--- src/rtl/native2protocol_arb.sv ---
// native2protocol_arb
// Per-channel FIFOs collect words from the DLA native channels. A single
// round-robin arbiter loads one word at a time into a valid/ready output
// register that feeds the protocol layer.
module native2protocol_arb #(
    parameter int N_CH       = 4,
    parameter int DLA_DATA_W = 64,
    parameter int FIFO_DEPTH = 8,
    parameter int ALLOC_THR  = 2
) (
    input  logic                                       clk,
    input  logic                                       rst_n,
    input  logic                                       enable,
    input  logic [N_CH*DLA_DATA_W-1:0]                 dla_data_i,
    input  logic [N_CH-1:0]                            dla_valid_i,
    output logic [N_CH-1:0]                            dla_ready_o,
    output logic [N_CH-1:0]                            dla_allocatable_o,
    output logic [DLA_DATA_W-1:0]                      proto_data_o,
    output logic [((N_CH > 1) ? $clog2(N_CH) : 1)-1:0] proto_ch_o,
    output logic                                       proto_valid_o,
    input  logic                                       proto_ready_i,
    output logic                                       busy_o
);

    localparam int CH_W  = (N_CH > 1) ? $clog2(N_CH) : 1;
    localparam int PTR_W = $clog2(FIFO_DEPTH);
    localparam logic [PTR_W:0]  PTR_ONE   = {{PTR_W{1'b0}}, 1'b1};
    localparam logic [CH_W-1:0] LAST_INIT = CH_W'(N_CH - 1);

    // Storage is deliberately not reset: reset only clears the pointers,
    // which is enough to make every pre-reset word unreachable.
    logic [DLA_DATA_W-1:0] r_mem  [N_CH][FIFO_DEPTH];
    logic [PTR_W:0]        r_wptr [N_CH];
    logic [PTR_W:0]        r_rptr [N_CH];
    logic [PTR_W:0]        w_cnt  [N_CH];
    logic [CH_W-1:0]       r_last;
    logic                  r_live;

    logic [N_CH-1:0]       w_full;
    logic [N_CH-1:0]       w_empty;
    logic [N_CH-1:0]       w_push;
    logic [N_CH-1:0]       w_pop;
    logic [CH_W-1:0]       w_sel;
    logic                  w_found;
    logic                  w_load;

    // Out-of-reset flag: keeps ready low while rst_n is asserted, using registered state only.
    always_ff @(posedge clk or negedge rst_n) begin
        if (!rst_n) begin
            r_live <= 1'b0;
        end else begin
            r_live <= 1'b1;
        end
    end

    // Per-channel FIFO status, ready/allocatable flags and push qualification.
    always_comb begin
        for (int c = 0; c < N_CH; c++) begin
            w_full[c]  = (r_wptr[c][PTR_W] != r_rptr[c][PTR_W]) &&
                         (r_wptr[c][PTR_W-1:0] == r_rptr[c][PTR_W-1:0]);
            w_empty[c] = (r_wptr[c] == r_rptr[c]);
            w_cnt[c]   = r_wptr[c] - r_rptr[c];
            dla_ready_o[c]       = r_live & enable & ~w_full[c];
            dla_allocatable_o[c] = ((FIFO_DEPTH - int'(w_cnt[c])) >= ALLOC_THR);
            w_push[c]  = dla_valid_i[c] & dla_ready_o[c];
        end
    end

    // Round-robin search starting one past the last granted channel; decides the output load.
    always_comb begin
        int idx;
        w_sel   = '0;
        w_found = 1'b0;
        idx     = 0;
        for (int i = 0; i < N_CH; i++) begin
            idx = int'(r_last) + 1 + i;
            if (idx >= N_CH) begin
                idx = idx - N_CH;
            end else begin
                idx = idx;
            end
            if (!w_found && !w_empty[idx]) begin
                w_found = 1'b1;
                w_sel   = CH_W'(idx);
            end else begin
                w_found = w_found;
            end
        end
        w_load = (~proto_valid_o | proto_ready_i) & enable & w_found;
        for (int c = 0; c < N_CH; c++) begin
            w_pop[c] = w_load && (int'(w_sel) == c);
        end
    end

    // FIFO pointer advance on push and pop; push and pop may happen in the same cycle.
    always_ff @(posedge clk or negedge rst_n) begin
        if (!rst_n) begin
            for (int c = 0; c < N_CH; c++) begin
                r_wptr[c] <= '0;
                r_rptr[c] <= '0;
            end
        end else begin
            for (int c = 0; c < N_CH; c++) begin
                if (w_push[c]) begin
                    r_wptr[c] <= r_wptr[c] + PTR_ONE;
                end
                if (w_pop[c]) begin
                    r_rptr[c] <= r_rptr[c] + PTR_ONE;
                end
            end
        end
    end

    // FIFO storage write.
    always_ff @(posedge clk) begin
        for (int c = 0; c < N_CH; c++) begin
            if (w_push[c]) begin
                r_mem[c][r_wptr[c][PTR_W-1:0]] <= dla_data_i[c*DLA_DATA_W +: DLA_DATA_W];
            end
        end
    end

    // Output register: reload on a free or draining slot, hold while stalled, clear after a plain handshake.
    always_ff @(posedge clk or negedge rst_n) begin
        if (!rst_n) begin
            proto_data_o  <= '0;
            proto_ch_o    <= '0;
            proto_valid_o <= 1'b0;
            r_last        <= LAST_INIT;
        end else if (w_load) begin
            proto_data_o  <= r_mem[w_sel][r_rptr[w_sel][PTR_W-1:0]];
            proto_ch_o    <= w_sel;
            proto_valid_o <= 1'b1;
            r_last        <= w_sel;
        end else if (proto_valid_o && proto_ready_i) begin
            proto_valid_o <= 1'b0;
        end
    end

    assign busy_o = (|(~w_empty)) | proto_valid_o;

endmodule

--- config.mk ---
export PLATFORM = sky130hd
export DESIGN_NAME = native2protocol_arb
export DESIGN_NICKNAME = d
export VERILOG_FILES = /design/src/rtl/native2protocol_arb.sv
export SDC_FILE = /design/constraint.sdc
export NUM_CORES = 2
export LEC_CHECK = 0
export CAP_MARGIN = 20
export CORE_ASPECT_RATIO = 1.25
export CORE_MARGIN = 3
export CORE_UTILIZATION = 40
export CTS_CLUSTER_DIAMETER = 100
export DETAILED_ROUTE_END_ITERATION = 16
export GPL_TIMING_DRIVEN = 0
export PLACE_DENSITY = 0.54
export SLEW_MARGIN = 40
export SYNTH_ARGS = -nofsm -noshare
export SYNTH_HDL_FRONTEND = slang
export SYNTH_SLANG_ARGS = --single-unit
--- constraint.sdc ---
create_clock -name clk -period 11.54 [get_ports clk]
set_input_delay 1.154 -clock clk [delete_from_list [all_inputs] [get_ports clk]]
set_output_delay 1.154 -clock clk [all_outputs]
set_load 0.005 [all_outputs]
==> key figures <==
Outcome
  • Result of the run: completed

Worst setup path
  • Critical Path, Cell by Cell: inv_1 > ha_1 > and3_1 > nand4_1 > a32o_1 > nor2_1 > buf_2 > buf_4 > nand2_1 > clkbuf_2 > a21oi_1 > nor3_1 > nor4_1
  • Terminus of the critical flop-to-flop path: proto_data_o[44]
  • Largest fanout on the critical path: 11
  • Crit-path max cell delay: 0.71 ns
  • Worst R2R Start: r_wptr[8]
  • Crit path kind: reg -> reg
  • Required time of the worst setup path: 12.31 ns
  • CP Launch Point: r_wptr[8]
  • Worst R2R Path Depth: 13
  • Crit path to: proto_data_o[44]
  • Startpoint Class: flip-flop
  • FF-to-FF setup slack: 5.41 ns
  • Cell with the biggest individual delay on the critical path: sky130_fd_sc_hd__nor2_1
  • Arr. time, crit path: 6.90 ns
  • CP Capture Type: flip-flop

Die
  • Area of the core region: 0.202 mm²
  • Die Height: 510 µm
  • Ports placed on the boundary: 340
  • Horiz. Die Dim: 409 µm
  • Number of rows in the core area: 184
  • Die outline area: 0.209 mm²
  • Initial core utilization: 40.4%

Synthesis
  • Mapped Avg Cell Area: 17.3 µm²
  • Ys async rst share: 4.74%
  • Netlist area before placement: 0.0814 mm²
  • Mapped Cells: 4709
  • Synth Register Bits: 2150
  • Count of flip-flops with a built-in enable after synthesis: 2048
  • Sequential cell area fraction in the yosys report: 78.7%
  • Dominant register cell in the synthesized netlist: sky130_fd_sc_hd__edfxtp_1
  • Post-Syn Nets: 5005
  • Count of different cell masters after synthesis: 71
  • Number of warnings reported in the yosys synthesis log: 0

Timing
  • Final critical-path share of the clock period: 53.1%
  • RSZ-0062 raised after global routing: false
  • Period minus WS final: 6.13 ns
  • Setup clock skew after layout: 0.0605 ns
  • Worst relative slew slack: 36.4%
  • Maximum frequency from static timing analysis: 163 MHz
  • Number of max-slew violations in the final report: 0
  • Final setup viols: 0
  • Hold violation count in the final report: 0
  • Transition time at the pin with the least slew margin: 0.954 ns

Global route
  • Met2 track demand over resource in global routing: 53.2%
  • M3 GR Usage: 13.2%
  • GRT met1 Usage: 45.1%
  • First-pass GRT wire length: 506 mm
  • Antenna violations before repair: 70
  • Remaining global-route overflow: 0
  • Vias in the first global route: 54494
  • Most used routing layer: met2
  • Combined global-route utilization of all metal layers: 36.5%
  • Largest net degree at the start of global routing: 48

Routing
  • 1st-iter DRT viols: 13031
  • Vias: 58803
  • Antenna Violating Nets Remaining: 0
  • DRC violation count after routing: 0
  • Average vias per placed instance: 6.77
  • Final wirelength: 391 mm
  • Detailed-routing iteration count for the pre-antenna-repair pass: 8
  • Wire length per cell: 45.0 µm

CTS
  • H-tree lvl count: 4
  • Hold buffers post-CTS: 0
  • Clock input transition at the sequential cells of the worst setup and hold paths: 0.07 ns
  • Post-CTS setup buffer count: 0
  • Clk root buf: sky130_fd_sc_hd__clkbuf_16
  • Clock net sink count: 2150
  • Count of instances resized after the clock tree is built: 0
  • TritonCTS clock tree: yes
  • Clk buf depth: 3
  • Source-to-sink clock delay at the later pin of the worst-skew pair: 0.91 ns
  • TritonCTS buffer count: 209

Final layout
  • Core utilization of the finished layout: 50.2%
  • Layout overhead on the synthesized area: 24.4%
  • Commonest cells after routing, fill and taps aside: 2048 x sky130_fd_sc_hd__edfxtp_1, 475 x sky130_fd_sc_hd__nand2_1, 338 x sky130_fd_sc_hd__clkdlybuf4s50_1, 333 x sky130_fd_sc_hd__a222oi_1, 280 x sky130_fd_sc_hd__buf_2
  • Ratio of cells with drive above 1 in the final layout: 22.9%
  • Combined area of the multi-input logic cells: 0.0161 mm²
  • Number of nets in the final layout: 6042
  • Commonest non-fill, non-tap cell in the layout: sky130_fd_sc_hd__edfxtp_1
  • Sequential cell area: 0.0641 mm²
  • Number of fillers in the final layout: 16832

Place
  • Quantity of I/O buffers inserted on ports: 339
  • Post-detailed-placement half-perimeter wirelength: 283 mm
  • Final RePlAce weighted congestion: 0.945

Worst hold path
  • Worst hold-check path type: in -> async

Flow run
  • Max Cap Violations: 0
cells in the mapped netlist, types with 8 or more instances:
| library cell | n | share of area, % |
|---|---|---|
| sky130_fd_sc_hd__dfrtp_1 | 100 | 3.1 |
| sky130_fd_sc_hd__a22oi_1 | 38 | 0.35 |
| sky130_fd_sc_hd__nand3_1 | 83 | 0.51 |
| sky130_fd_sc_hd__inv_1 | 28 | 0.13 |
| sky130_fd_sc_hd__o221ai_1 | 20 | 0.22 |
| sky130_fd_sc_hd__nor2_1 | 91 | 0.42 |
| sky130_fd_sc_hd__mux4_2 | 20 | 0.55 |
| sky130_fd_sc_hd__o22ai_1 | 58 | 0.45 |
| sky130_fd_sc_hd__mux2_2 | 172 | 2.4 |
| sky130_fd_sc_hd__nor3_1 | 43 | 0.26 |
| sky130_fd_sc_hd__and3_1 | 85 | 0.65 |
| sky130_fd_sc_hd__edfxtp_1 | 2048 | 76 |
| sky130_fd_sc_hd__o2111ai_1 | 15 | 0.16 |
| sky130_fd_sc_hd__o21ai_0 | 36 | 0.22 |
| sky130_fd_sc_hd__xnor2_1 | 26 | 0.28 |
| sky130_fd_sc_hd__a32oi_1 | 9 | 0.097 |
| sky130_fd_sc_hd__buf_2 | 93 | 0.57 |
| sky130_fd_sc_hd__ha_1 | 28 | 0.43 |
| sky130_fd_sc_hd__a222oi_1 | 333 | 4.1 |
| sky130_fd_sc_hd__a211oi_1 | 70 | 0.65 |
| sky130_fd_sc_hd__a221o_1 | 42 | 0.52 |
| sky130_fd_sc_hd__nand2_1 | 478 | 2.2 |
| sky130_fd_sc_hd__a311oi_1 | 8 | 0.086 |
| sky130_fd_sc_hd__nand4_1 | 13 | 0.10 |
| sky130_fd_sc_hd__a21o_1 | 8 | 0.074 |
| sky130_fd_sc_hd__a31oi_1 | 18 | 0.14 |
| sky130_fd_sc_hd__clkbuf_1 | 191 | 0.88 |
| sky130_fd_sc_hd__nor4_1 | 15 | 0.12 |
| sky130_fd_sc_hd__nand2b_1 | 8 | 0.061 |
| sky130_fd_sc_hd__buf_4 | 10 | 0.092 |
| sky130_fd_sc_hd__a21oi_1 | 206 | 1.3 |
| sky130_fd_sc_hd__mux2i_1 | 59 | 0.73 |
| sky130_fd_sc_hd__xor2_1 | 11 | 0.12 |
| sky130_fd_sc_hd__buf_1 | 26 | 0.12 |
| sky130_fd_sc_hd__a221oi_1 | 99 | 1.1 |
| sky130_fd_sc_hd__o211ai_1 | 40 | 0.37 |
metrics by stage:
step           setup TNS [ns]  cell area [µm²]  worst slack (ns)  hold slack (ns)  cells
2_1_floorplan               0            81400              3.13            0.471   4709
3_3_place_gp         -6368.35            88200             -9.82            0.515   7745
3_5_place_dp                0            94200              5.95            0.522   8231
4_1_cts                     0           101000              5.88            0.166   8629
5_1_grt                     0           101000              5.41            0.185   8639
6_report                    0           101000              5.41            0.167   8688
cell type report:
cell class / instances / area share, %
Clock buffer: 296 / 5.81
Tap cell: 2697 / 3.33
Multi-Input combinational cell: 2207 / 15.9
Timing Repair Buffer: 826 / 8.81
Clock inverter: 102 / 1.05
Buffer: 324 / 1.63
Sequential cell: 2150 / 63.2
Antenna cell: 58 / 0.143
Inverter: 28 / 0.104
routing by layer:
layer / share of wire [%] / vias up
li1: - / 21645
met1: 34 / 29792
met2: 43 / 5924
met3: 15 / 1402
met4: 8.5 / 40
met5: 0.10 / -
registers in the layout, summed over array words and instances (netlist names):
| signal | count |
|---|---|
| r_mem | 2048 |
| proto_data_o | 64 |
| r_rptr | 16 |
| r_wptr | 16 |
| proto_ch_o | 2 |
| r_last | 2 |
| proto_valid_o | 1 |
| r_live | 1 |
critical path, delay by kind of cell, from the launching register on:
family	cells	cell delay, ns
simple gates	6	2.30
buf+inv	4	1.97
compound gates	2	0.72
flops	1	0.51
fa+ha+maj	1	0.39
worst min path at each step:
stage	startpoint	end	slack [ns]	cells after the start
after floorplan	proto_ch_o[1]	proto_ch_o[1]	0.47	2
after global placement	r_wptr[12]	r_wptr[12]	0.51	2
after detailed placement	r_rptr[7]	r_rptr[7]	0.52	1
after CTS	rst_n	r_rptr[1]	0.17	1
after global routing	rst_n	r_rptr[1]	0.19	1
final	rst_n	r_rptr[1]	0.17	1
kinds of logic (layout without fill, tap and decap cells):
group	count (synthesis)	after routing	share of synthesized area, %
flops	2150	2150	78.7
compound gates	1044	1044	10.3
simple gates	840	840	4.54
buf+inv	352	1576	1.85
mux	251	251	3.66
xor+xnor	39	39	0.438
fa+ha+maj	32	32	0.529
other cells	1	59	0.00461
Power is not shown: default switching activity piles up to over one toggle a cycle in this logic, so the estimate is an artifact.
